$ cat config.mk
export PLATFORM = sky130hd
export DESIGN_NAME = pwm_capture
export DESIGN_NICKNAME = d
export VERILOG_FILES = /design/src/rtl/pwm_capture.sv
export SDC_FILE = /design/constraint.sdc
export NUM_CORES = 1
export LEC_CHECK = 0
export BUFFER_PORTS_ARGS = -buffer_cell sky130_fd_sc_hd__buf_2
export CELL_PAD_IN_SITES_DETAIL_PLACEMENT = 1
export CELL_PAD_IN_SITES_GLOBAL_PLACEMENT = 1
export CORE_MARGIN = 4
export CORE_UTILIZATION = 45
export DETAILED_ROUTE_END_ITERATION = 10
export PLACE_DENSITY = 0.78
export SKIP_LAST_GASP = 1
export SLEW_MARGIN = 0
export SYNTH_ARGS = -nofsm -noshare
export SYNTH_HDL_FRONTEND = slang
export SYNTH_SLANG_ARGS = --single-unit
$ cat constraint.sdc
create_clock -name clk -period 2.6 [get_ports clk]
set_input_delay 0.39 -clock clk [delete_from_list [all_inputs] [get_ports clk]]
set_output_delay 0.39 -clock clk [all_outputs]
set_load 0.03 [all_outputs]
$ cat src/rtl/pwm_capture.sv
// pwm_capture: measures high time and rising-to-rising period (in microseconds) of an
// asynchronous PWM line. Optional 8-cycle glitch filter: define PWM_CAPTURE_GLITCH_FILTER_EN.
module pwm_capture #(
   parameter int CLK_PER_US = 100,
   parameter int TIMEOUT_US = 50000
) (
   input  logic        clk,
   input  logic        reset_n,
   input  logic        enable,
   input  logic        pwm_in,
   output logic [15:0] dutty,
   output logic [15:0] period,
   output logic        valid,
   output logic        timeout
);

   localparam int              PS_W     = (CLK_PER_US > 1) ? $clog2(CLK_PER_US) : 1;
   localparam logic [PS_W-1:0] PS_LAST  = PS_W'(CLK_PER_US - 1);
   localparam logic [15:0]     TO_LIMIT = 16'(TIMEOUT_US);

   localparam logic [1:0] S_IDLE = 2'd0;
   localparam logic [1:0] S_HIGH = 2'd1;
   localparam logic [1:0] S_LOW  = 2'd2;

   logic            r_sync1;
   logic            r_sync2;
   logic            r_lvl_d;
   logic            r_rise;
   logic            r_fall;
   logic            w_lvl;
   logic            w_rise;
   logic            w_fall;

   logic [PS_W-1:0] r_ps;
   logic [15:0]     r_us;
   logic            w_wrap;
   logic [15:0]     w_us_next;
   logic            w_to_hit;

   logic [1:0]      r_state;
   logic [1:0]      w_state_nxt;
   logic            w_clr;
   logic            w_shadow_ld;
   logic            w_publish;
   logic            w_to_set;

   logic [15:0]     r_shadow;
   logic [15:0]     r_dutty;
   logic [15:0]     r_period;
   logic            r_valid;
   logic            r_timeout;

   always_ff @(posedge clk or negedge reset_n) begin
      if (!reset_n) begin
         r_sync1 <= 1'b0;
         r_sync2 <= 1'b0;
      end else begin
         r_sync1 <= pwm_in;
         r_sync2 <= r_sync1;
      end
   end

`ifdef PWM_CAPTURE_GLITCH_FILTER_EN
   logic       r_filt;
   logic [2:0] r_stab;

   // Level follows sync2 only after it has held a new value for 8 consecutive cycles.
   always_ff @(posedge clk or negedge reset_n) begin
      if (!reset_n) begin
         r_filt <= 1'b0;
         r_stab <= 3'd0;
      end else if (r_sync2 == r_filt) begin
         r_stab <= 3'd0;
      end else if (r_stab == 3'd7) begin
         r_filt <= r_sync2;
         r_stab <= 3'd0;
      end else begin
         r_stab <= r_stab + 3'd1;
      end
   end

   assign w_lvl = r_filt;
`else
   assign w_lvl = r_sync2;
`endif

   assign w_rise = w_lvl & ~r_lvl_d;
   assign w_fall = ~w_lvl & r_lvl_d;

   // Edge pulses are registered once more so both edges reach the FSM with equal latency.
   always_ff @(posedge clk or negedge reset_n) begin
      if (!reset_n) begin
         r_lvl_d <= 1'b0;
         r_rise  <= 1'b0;
         r_fall  <= 1'b0;
      end else begin
         r_lvl_d <= w_lvl;
         r_rise  <= w_rise;
         r_fall  <= w_fall;
      end
   end

   assign w_wrap    = (r_ps == PS_LAST);
   assign w_us_next = (w_wrap && (r_us != 16'hFFFF)) ? r_us + 16'd1 : r_us;
   assign w_to_hit  = (r_us == TO_LIMIT);

   always_ff @(posedge clk or negedge reset_n) begin
      if (!reset_n) begin
         r_ps <= '0;
         r_us <= 16'd0;
      end else if (w_clr) begin
         r_ps <= '0;
         r_us <= 16'd0;
      end else begin
         r_ps <= w_wrap ? '0 : r_ps + PS_W'(1);
         r_us <= w_us_next;
      end
   end

   // Edges take priority over timeout; disable overrides everything.
   always_comb begin
      w_state_nxt = r_state;
      w_clr       = 1'b0;
      w_shadow_ld = 1'b0;
      w_publish   = 1'b0;
      w_to_set    = 1'b0;
      if (!enable) begin
         w_state_nxt = S_IDLE;
         w_clr       = 1'b1;
      end else begin
         case (r_state)
            S_IDLE: begin
               if (r_rise) begin
                  w_state_nxt = S_HIGH;
                  w_clr       = 1'b1;
               end else if (w_to_hit) begin
                  w_to_set = 1'b1;
                  w_clr    = 1'b1;
               end
            end
            S_HIGH: begin
               if (r_fall) begin
                  w_state_nxt = S_LOW;
                  w_shadow_ld = 1'b1;
               end else if (w_to_hit) begin
                  w_to_set    = 1'b1;
                  w_state_nxt = S_IDLE;
                  w_clr       = 1'b1;
               end
            end
            S_LOW: begin
               if (r_rise) begin
                  w_publish   = 1'b1;
                  w_state_nxt = S_HIGH;
                  w_clr       = 1'b1;
               end else if (w_to_hit) begin
                  w_to_set    = 1'b1;
                  w_state_nxt = S_IDLE;
                  w_clr       = 1'b1;
               end
            end
            default: begin
               w_state_nxt = S_IDLE;
               w_clr       = 1'b1;
            end
         endcase
      end
   end

   // Captured counts include the current cycle's tick so width = floor(cycles / CLK_PER_US).
   always_ff @(posedge clk or negedge reset_n) begin
      if (!reset_n) begin
         r_state   <= S_IDLE;
         r_shadow  <= 16'd0;
         r_dutty   <= 16'd0;
         r_period  <= 16'd0;
         r_valid   <= 1'b0;
         r_timeout <= 1'b0;
      end else begin
         r_state <= w_state_nxt;
         r_valid <= w_publish;
         if (w_shadow_ld) begin
            r_shadow <= w_us_next;
         end
         if (w_publish) begin
            r_dutty  <= r_shadow;
            r_period <= w_us_next;
         end
         if (!enable || w_publish) begin
            r_timeout <= 1'b0;
         end else if (w_to_set) begin
            r_timeout <= 1'b1;
         end
      end
   end

   assign dutty   = r_dutty;
   assign period  = r_period;
   assign valid   = r_valid;
   assign timeout = r_timeout;

endmodule
Yosys cells after proc, flatten, opt, wreduce, memory -nomap -nowiden:

Index checks and enable logic that the tools add are counted.
Widths: inputs -> output; s select.

* logic and storage cells: 57
* output and inout bits: 34
* flip-flop bits (word level): 80

* reduce and logical (&&, ||, !) cells: 6
* multiplexer cells: 26
* add/sub/neg operators: 2
* eq/ne operators: 6
* bitwise gates (word level): 4

Operator list (count)
* $mux 16: 2
* $add 16x1->16 const B: 1
* $eq 16x16->1 const B: 1
* $ne 16x16->1 const B: 1
* $mux 1: 14
* $mux 7: 2
* $mux 2: 5
* $add 7x1->7 const B: 1
* $eq 7x7->1 const B: 1
* $pmux 2 s3: 1
* $pmux 1 s2: 2
* $ne 3x3->1 const B: 1
* $and 1x1->1: 2
* $eq 2x1->1 const B: 1
* $eq 2x2->1 const B: 1
* $logic_not 2->1: 1
* $not 1->1: 2
* $reduce_bool 2->1: 1
* $reduce_or 2->1: 1
* $logic_and 1x1->1: 1
* $logic_not 1->1: 1
* $logic_or 1x1->1: 1

Longest topological paths before layout:

Gate-level depths: netlist (run 1).

* word-level depth: 7
* depth in mapped cells: 8
* depth with buffers taken out: 7

Worst setup path after synthesis (run 1):

Ideal clock, no wire load.

* path type: register -> register
* start: register r_us[0]
* end: register r_ps[0]
* cell stages (with the launch flop): 9
* required time: 2.456 ns
* clock period less this slack: 2.275 ns
* arrival time: 2.131 ns
* path slack: 0.325 ns
* cells stage by stage: dfrtp_1 > inv_1 > ha_1 > or4b_1 > or4_4 > o21a_1 > o21ai_4 > buf_6 > nor3_2

* longest elaborated chain between the ends: 6
* elaborated cells on any way between the ends: 7

RTL lines
* start: declaration: line 35 `logic [15:0] r_us;`
* start signal: assignment: line 116 `r_us <= w_us_next;`
* $eq 16x16->1 *: line 105 `assign w_to_hit = (r_us == TO_LIMIT);`
* $mux 1 *: line 136, 145, 156
* $mux 1 (on tied branches): line 133, 142
* $pmux 1 s2 *: line 131 `case (r_state)`
* $mux 1 *: line 127 `if (!enable) begin`
* $mux 7 *: line 111 `end else if (w_clr) begin`
* end signal: assignment: line 115 `r_ps <= w_wrap ? '0 : r_ps + PS_W'(1);`
* end: declaration: line 34 `logic [PS_W-1:0] r_ps;`

Every way passes the cells marked *; elsewhere a longest branch is shown, timed or not.
A chain may end at the register's enable or synchronous reset.

Worst setup path after layout (run 1):

* start: register r_ps[0]
* end: register r_period[6], in the netlist period[6]

* longest elaborated chain between the ends: 3

RTL lines
* $eq 7x7->1: line 103 `assign w_wrap = (r_ps == PS_LAST);`
* $logic_and 1x1->1: line 104 `assign w_us_next = (w_wrap && (r_us != 16'hFFFF)) ? r_us + 16'd1 : r_us;`
* $mux 16: line 104
* end signal: assignment: line 187 `r_period <= w_us_next;`
* end: declaration: line 49 `logic [15:0] r_period;`

No other way between the ends.

==> flow_summary.json, run 1 <==
{
  "drive_gt1_share_pct": 16.9,
  "cp-start-kind": "register",
  "routedWlPerCell_um": 15.1,
  "drv_slew": 0,
  "clk_pin_slew_ns": 0.08,
  "dp_hpwl_mm": 4.95,
  "powerDensity_nw_per_um2": 634,
  "setup_tns_ns": 0,
  "post_cts_resized": 0,
  "grt_overflow_total": 0,
  "ctsHoldBuffers": 0,
  "drc": 0,
  "place_congestion": 0.789,
  "vias_per_cell": 5.16,
  "p_comb_share_pct": 2.7,
  "maxCapViolCount": 0,
  "ff2ff_path_depth": 6,
  "fin_worst_skew_ns": 0.0114,
  "max_freq_mhz": 414,
  "yosysUniqueCellTypes": 41,
  "hold_viol": 0,
  "netlist_instances": 326,
  "status": "completed",
  "ys_seq_area_share_pct": 60.7,
  "wirelength_mm": 7.07,
  "maxSlewHeadroom_pct": 35.4,
  "seq_power_share_pct": 51.6,
  "setup_viol": 0,
  "async_reset_ff_share_pct": 100,
  "cp-end-kind": "register",
  "layout.nets": 374,
  "placedInstanceArea_um2": 3600,
  "grt_start_max_net_pins": 81,
  "die_w_um": 93.6,
  "fin_crit_sh_pct": 92.8,
  "critical_path.startpoint": "r_ps[0]$_DFF_PN0_",
  "grt_use_total_pct": 17.9,
  "synth_seq_cells": 80,
  "yosys_warnings": 0,
  "grt_pass1_wl_mm": 12.2,
  "worst_hold_slack_ns": 0.138,
  "layout_common_cells": "nand2_1, dfrtp_1, buf_2, o21ai_0, nor2_1",
  "synthToLayoutAreaGrowth_pct": 16.5,
  "setup_ws_ns": 0.186,
  "chipHeight_um": 93.6,
  "rows": 30,
  "insertedDiodeCount": 0,
  "criticalPathCategory": "register to register",
  "fp.dieArea_um2": 8770,
  "hold_path.class": "input pin to register",
  "ctsHtreeMaxLevel": 3,
  "synthFlopType": "dfrtp_1",
  "cts_tree": "built",
  "grt_setup_unrepaired": "false",
  "synth.avg_cell_area_um2": 10.1,
  "min_period_ns": 2.41,
  "synth_area_um2": 3300,
  "post-place-ws_ns": 0.221,
  "start_util_pct": 47.5,
  "grt_pass1_vias": 2441,
  "worst_slew_pin_slew_ns": 0.969,
  "cts_made_buffers": 9,
  "power_frac_clock_pct": 45.6,
  "critPathArrivalTime_ns": 2.64,
  "io_buffers": 37,
  "cts_setup_buffers": 0,
  "cts_sinks": 80,
  "final_common_cell": "nand2_1",
  "p_switching_mw": 0.521,
  "leakage_nw": 1.88,
  "p_int_mw": 1.92,
  "grt_antenna_before_repair": 0,
  "ant_nets": 0,
  "core_area_um2": 6940,
  "r2r_end": "period[6]$_DFFE_PN0P_",
  "synth_fp_nets": 333,
  "vias": 2414,
  "crit_required_ns": 2.83,
  "fin_cells": 468,
  "r2r_slack_ns": 0.19,
  "dr.pass1.iters": 4,
  "dp.cells": 452,
  "clock-root-buffer": "clkbuf_8",
  "path_max_fanout": 8,
  "synth_edf_count": 0,
  "switching_share_pct": 21.4,
  "drt_iter0_markers": 69,
  "crit_end": "period[6]$_DFFE_PN0P_",
  "timing.rr.start": "r_ps[0]$_DFF_PN0_",
  "stdcell_area_um2": 3840,
  "power.ir.vdd_worst_mv": 0.270,
  "io_pins": 38,
  "cts_max_path_buffers": 2,
  "clk_latency_ns": 0.36
}
flip-flops by register name, summed over array words and instances (netlist names):
signal and count:
r_ps 7, r_sync1 1, r_lvl_d 1, r_fall 1
r_us 16, period 16, r_state 2, valid 1
dutty 16, r_shadow 16, timeout 1, r_sync2 1
r_rise 1
power by group through the flow:
stage	Clock [mW]	Sequential, mW	Combinational (mW)
2_1_floorplan	0	1.28	0.0338
3_3_place_gp	0	1.28	0.0683
3_5_place_dp	0	1.28	0.0704
4_1_cts	1.14	1.26	0.0701
5_1_grt	1.21	1.26	0.0774
6_report	1.11	1.26	0.0666
cells in the mapped netlist, types with 2 or more instances:
library cell | instances | share of area, %
mux2i_1 | 2 | 0.61
nand3_1 | 10 | 1.5
buf_6 | 2 | 0.68
nand4_1 | 7 | 1.3
inv_1 | 3 | 0.34
nor2b_1 | 6 | 1.1
nor3_1 | 6 | 0.91
and3_1 | 3 | 0.57
nand2_1 | 87 | 9.9
ha_1 | 3 | 1.1
or4b_1 | 2 | 0.61
nor2_1 | 26 | 3.0
xor2_1 | 9 | 2.4
xnor2_1 | 10 | 2.7
nor4_1 | 4 | 0.76
a21oi_1 | 2 | 0.30
clkbuf_1 | 9 | 1.0
dfrtp_1 | 80 | 61
nor3b_1 | 2 | 0.45
o21ai_0 | 32 | 4.9
cell type report:
cell class	instances	area [um^2]
clock buffer	10	128
clock inverter	6	115
fill	782	3100
inverter	4	15.0
multi-input combinational	229	1220
sequential	80	2000
tap	96	120
timing repair buffer	43	245
worst max-delay path, cell delays in order, from the launching register on:
cell and delay (ns):
dfrtp_1 0.39, ha_1 0.23, nand4bb_1 0.17, or3b_1 0.53, or4b_1 0.58, xor2_1 0.25, o21ai_0 0.13
metal layers:
metal / up-vias / routed length [um] / GRT usage (%) / share of wire, %
met5: - / 0 / 0 / 0
met4: 0 / 118 / 6.74 / 1.7
met3: 12 / 356 / 4.83 / 5.0
met2: 49 / 3310 / 28.2 / 47
met1: 1183 / 3290 / 23.7 / 47
li1: 1170 / - / - / -
stage by stage:
step                      power (mW)  util (%)
after floorplan                 1.32         -
after global placement          1.35      51.9
after detailed placement        1.35      51.9
after CTS                       2.47      55.4
after global routing            2.54      55.4
final                           2.44      55.4
how the worst min path moves through the flow:
stage / from / end / slack (ns) / cells past startpoint
detailed placement: r_sync1$_DFF_PN0_ / r_sync2$_DFF_PN0_ / 0.34 / 0
finish: pwm_in / r_sync1$_DFF_PN0_ / 0.14 / 1
global route: pwm_in / r_sync1$_DFF_PN0_ / 0.12 / 1
floorplan: reset_n / dutty[0]$_DFFE_PN0P_ / 0.09 / 0
CTS: pwm_in / r_sync1$_DFF_PN0_ / 0.12 / 1
global placement: r_sync1$_DFF_PN0_ / r_sync2$_DFF_PN0_ / 0.34 / 0
kinds of logic (layout without fill, tap and decap cells):
kind of cell	Yosys count	after routing	synth area share (%)
mux	2	2	0.607
simple gates	167	167	23.8
flops	80	80	60.7
buf+inv	17	63	2.43
xor+xnor	19	19	5.04
fa+ha+maj	3	3	1.14
compound gates	38	38	6.37
No activity file was read; power rests on OpenSTA's default activity.
==> inputs of run 2 (changes only) <==
- PLACE_DENSITY: 0.78 -> not set
- PLACE_DENSITY_LB_ADDON: not set -> 0.1
==> flow_summary.json, run 2 (same netlist as run 1, synthesis figures left out) <==
{
  "cpMaxStageDelayCell": "or4_4",
  "clk_pin_slew_ns": 0.08,
  "io_pins": 38,
  "criticalPathCategory": "register to register",
  "hold_viol": 0,
  "setup_viol": 0,
  "cpPeakStageDelay_ns": 0.59,
  "post-place-ws_ns": 0.180,
  "max_freq_mhz": 410,
  "fp.dieArea_um2": 8770,
  "die_w_um": 93.6,
  "post_cts_resized": 0,
  "synthToLayoutAreaGrowth_pct": 16.5,
  "hold_path.class": "input pin to register",
  "setup_ws_ns": 0.163,
  "ctsHtreeMaxLevel": 3,
  "cts_setup_buffers": 0,
  "drv_slew": 0,
  "grt_start_max_net_pins": 81,
  "dr.pass1.iters": 4,
  "worstPathCellList": "inv_1, ha_1, or4b_1, or4_4, o21a_1, o21ai_4, buf_12, nor2_1",
  "p_comb_share_pct": 2.9,
  "io_buffers": 37,
  "p_switching_mw": 0.525,
  "powerDensity_nw_per_um2": 609,
  "min_period_ns": 2.44,
  "cp-end-kind": "register",
  "vias_per_cell": 5.26,
  "leakage_nw": 1.88,
  "drt_iter0_markers": 75,
  "grt_overflow_total": 0,
  "p_int_mw": 1.82,
  "chipHeight_um": 93.6,
  "grt_use_total_pct": 18.4,
  "place_congestion": 0.775,
  "drive_gt1_share_pct": 17.6,
  "layout_common_cells": "nand2_1, dfrtp_1, buf_2, o21ai_0, nor2_1",
  "setup_tns_ns": 0,
  "clock-root-buffer": "clkbuf_8",
  "vias": 2478,
  "cts_max_path_buffers": 2,
  "final_common_cell": "nand2_1",
  "ant_nets": 0,
  "cp-start-kind": "register",
  "grt_pass1_vias": 2516,
  "cts_tree": "built",
  "maxSlewHeadroom_pct": 34.9,
  "cts_made_buffers": 9,
  "power.ir.vdd_worst_mv": 0.291,
  "fin_crit_sh_pct": 93.7,
  "power_frac_clock_pct": 43.3,
  "grt_pass1_wl_mm": 12.5,
  "rows": 30,
  "switching_share_pct": 22.4,
  "core_area_um2": 6940,
  "grt_antenna_before_repair": 0,
  "critPathArrivalTime_ns": 2.66,
  "clk_latency_ns": 0.36,
  "critPathTopFamily": "simple AND/OR/NAND/NOR gates",
  "wirelength_mm": 7.31,
  "cp_num_buf_inv": 2,
  "dp_hpwl_mm": 5.00,
  "fin_worst_skew_ns": 0.0129,
  "routedWlPerCell_um": 15.5,
  "crit_required_ns": 2.82,
  "cts_sinks": 80,
  "drc": 0,
  "worst_slew_pin_slew_ns": 0.976,
  "ctsHoldBuffers": 0,
  "seq_power_share_pct": 53.7,
  "insertedDiodeCount": 0,
  "path_max_fanout": 23,
  "grt_setup_unrepaired": "false",
  "start_util_pct": 47.5,
  "maxCapViolCount": 0,
  "layout.nets": 377,
  "status": "completed"
}
-- run 2: cell count changes in the layout (fill, tap and decap cells not counted), sizes merged --
cell      delta
inv          -1
clkinv       +1
buf          +3
clkinvlp     +1
bufinv       -1
-- run 2: cell type report --
cell class	instances	area (um^2)
Clock buffer	10	128
Clock inverter	6	92.6
Fill cell	780	3100
Inverter	4	15.0
Multi-Input combinational cell	229	1220
Sequential cell	80	2000
Tap cell	96	120
Timing Repair Buffer	46	268
-- run 2: worst paths after layout --
| path | start | to | slack, ns | cells after the start |
|---|---|---|---|---|
| min reg2reg | r_sync1$_DFF_PN0_ | r_sync2$_DFF_PN0_ | 0.37 | 0 |
| min | pwm_in | r_sync1$_DFF_PN0_ | 0.14 | 1 |
| max reg2reg | r_us[0]$_DFF_PN0_ | r_us[2]$_DFF_PN0_ | 0.16 | 8 |
| max | r_us[0]$_DFF_PN0_ | r_us[2]$_DFF_PN0_ | 0.16 | 8 |
| max in group asynchronous | reset_n | r_us[13]$_DFF_PN0_ | 1.79 | 1 |
| min in group asynchronous | reset_n | dutty[2]$_DFFE_PN0P_ | 0.18 | 1 |
-- run 2: metal layers --
layer  share of wire, %  vias up  track usage, %
li1                   -     1172               -
met1                 47     1235            24.8
met2                 48       53            29.3
met3                4.0       18            3.46
met4                1.5        0            7.58
met5                  0        -               0
-- run 2: metrics by stage --
step / total power, mW / hold slack [ns] / std cells / area (um^2) / util (%)
5_1_grt: 2.43 / 0.128 / 471 / 3840 / 55.4
6_report: 2.34 / 0.135 / 471 / 3840 / 55.4
3_5_place_dp: 1.35 / 0.352 / 455 / 3620 / 52.2
4_1_cts: 2.37 / 0.124 / 471 / 3840 / 55.4
3_3_place_gp: 1.35 / 0.349 / 455 / 3620 / 52.2
2_1_floorplan: 1.32 / 0.0944 / 326 / 3300 / -
-- run 2: worst reg2reg max path, stage by stage, from the launching register on --
cell	delay [ns]
dfrtp_1	0.43
inv_1	0.09
ha_1	0.14
or4b_1	0.44
or4_4	0.59
o21a_1	0.22
o21ai_4	0.15
buf_12	0.18
nor2_1	0.07
-- run 2: power groups by stage --
stage	clock, mW	sequential [mW]	combinational [mW]
final	1.01	1.26	0.0682
after global routing	1.09	1.26	0.0787
after floorplan	0	1.28	0.0338
after CTS	1.04	1.26	0.0705
after detailed placement	0	1.28	0.0702
after global placement	0	1.28	0.0688
==> inputs of run 3 (changes only) <==
- CORE_UTILIZATION: 45 -> 47
- PLACE_DENSITY: not set -> 0.88
- PLACE_DENSITY_LB_ADDON: 0.1 -> not set
- RECOVER_POWER: not set -> 25
- clock period: 2.6 -> 3 ns (I/O delays scaled with it)
==> flow_summary.json, run 3 (same netlist as run 1, synthesis figures left out) <==
{
  "post_cts_resized": 0,
  "crit_required_ns": 3.21,
  "layout_common_cells": "nand2_1, dfrtp_1, buf_2, o21ai_0, nor2_1",
  "status": "complete, but fails checks",
  "fin_cells": 467,
  "dp.cells": 451,
  "ant_nets": 0,
  "powerDensity_nw_per_um2": 520,
  "nFillCells": 779,
  "grt_antenna_before_repair": 0,
  "drt_iter0_markers": 115,
  "drive_gt1_share_pct": 17.0,
  "cts_sinks": 80,
  "layout.nets": 373,
  "cp-start-kind": "register",
  "maxCapViolCount": 1,
  "die_w_um": 91.8,
  "cts_made_buffers": 9,
  "grt_pass1_vias": 2690,
  "maxSlewHeadroom_pct": -29.1,
  "clk_pin_slew_ns": 0.08,
  "place_congestion": 0.845,
  "critPathArrivalTime_ns": 2.74,
  "dr.pass1.iters": 4,
  "ctsHoldBuffers": 0,
  "grt_use_total_pct": 20.6,
  "start_util_pct": 48.6,
  "fin_crit_sh_pct": 84.2,
  "setup_tns_ns": 0,
  "synthToLayoutAreaGrowth_pct": 14.6,
  "grt_setup_unrepaired": "false",
  "vias_per_cell": 5.32,
  "max_freq_mhz": 396,
  "stdcell_area_um2": 3780,
  "fin_worst_skew_ns": 0.0131,
  "io_pins": 38,
  "cp-end-kind": "register",
  "ctsHtreeMaxLevel": 3,
  "vias": 2483,
  "rows": 30,
  "clk_latency_ns": 0.36,
  "grt_start_max_net_pins": 81,
  "setup_viol": 0,
  "drv_slew": 81,
  "final_common_cell": "nand2_1",
  "chipHeight_um": 91.8,
  "grt_overflow_total": 0,
  "cts_max_path_buffers": 2,
  "fp.dieArea_um2": 8430,
  "criticalPathCategory": "register to register",
  "hold_viol": 0,
  "power.ir.vdd_worst_mv": 0.208,
  "io_buffers": 37,
  "insertedDiodeCount": 0,
  "violations": "max-capacitance violations, max-slew violations",
  "leakage_nw": 1.85,
  "routedWlPerCell_um": 17.0,
  "cts_tree": "built",
  "grt_pass1_wl_mm": 13.6,
  "path_max_fanout": 23,
  "total_power_mw": 1.97,
  "placedInstanceArea_um2": 3580,
  "worst_hold_slack_ns": 0.198,
  "core_area_um2": 6790,
  "min_period_ns": 2.53,
  "worst_slew_pin_slew_ns": 1.94,
  "wirelength_mm": 7.95,
  "cts_setup_buffers": 0,
  "clock-root-buffer": "clkbuf_8",
  "hold_path.class": "input pin to register",
  "dp_hpwl_mm": 5.13,
  "drc": 0
}
## run 3: metrics by stage
step	setup slack (ns)	utilization, %
2_1_floorplan	0.725	-
3_3_place_gp	0.617	52.7
3_5_place_dp	0.517	52.7
4_1_cts	0.462	55.7
5_1_grt	0.347	55.7
6_report	0.475	55.7
## run 3: critical path, cell delays in order (launching register included)
cell and delay (ns):
dfrtp_1 0.44, inv_1 0.09, ha_1 0.14, or4b_1 0.43, or4_4 0.57, o21a_1 0.22, o21ai_4 0.12, buf_4 0.28
nor2_1 0.10
## run 3: layout make-up
type / count / area, um^2 / share of cell area [%]
Sequential cell: 80 / 2000 / 52.9
Multi-Input combinational cell: 229 / 1220 / 32.2
Timing Repair Buffer: 42 / 223 / 5.89
Clock buffer: 10 / 138 / 3.64
Tap cell: 96 / 120 / 3.17
Clock inverter: 6 / 67.6 / 1.79
Inverter: 4 / 15.0 / 0.397
## run 3: path summary, 6_finish.rpt
| check | from | end | slack, ns | cells past startpoint |
|---|---|---|---|---|
| worst min register to register | r_sync1$_DFF_PN0_ | r_sync2$_DFF_PN0_ | 0.36 | 0 |
| worst min-delay path | pwm_in | r_sync1$_DFF_PN0_ | 0.20 | 1 |
| worst max register to register | r_us[0]$_DFF_PN0_ | r_us[0]$_DFF_PN0_ | 0.47 | 8 |
| max in group asynchronous | reset_n | r_state[0]$_DFFE_PN0P_ | 1.22 | 1 |
| worst max-delay path | r_us[0]$_DFF_PN0_ | r_us[0]$_DFF_PN0_ | 0.47 | 8 |
| min in group asynchronous | reset_n | dutty[3]$_DFFE_PN0P_ | 0.60 | 1 |
## run 3: metal layers
metal	track usage [%]	vias to the layer above	routed length (um)
met1	24.0	1266	3260
met5	0	-	0
met4	7.05	0	119
li1	-	1158	-
met3	5.50	13	337
met2	36.5	46	4230
## run 3: power by group
part / internal (mW) / switching (mW) / total (mW) / leakage, nW
registers: 1.08 / 0.00603 / 1.09 / 1.11
logic: 0.0135 / 0.0418 / 0.0553 / 0.644
clock network: 0.410 / 0.411 / 0.821 / 0.0989
total: 1.51 / 0.459 / 1.97 / 1.85
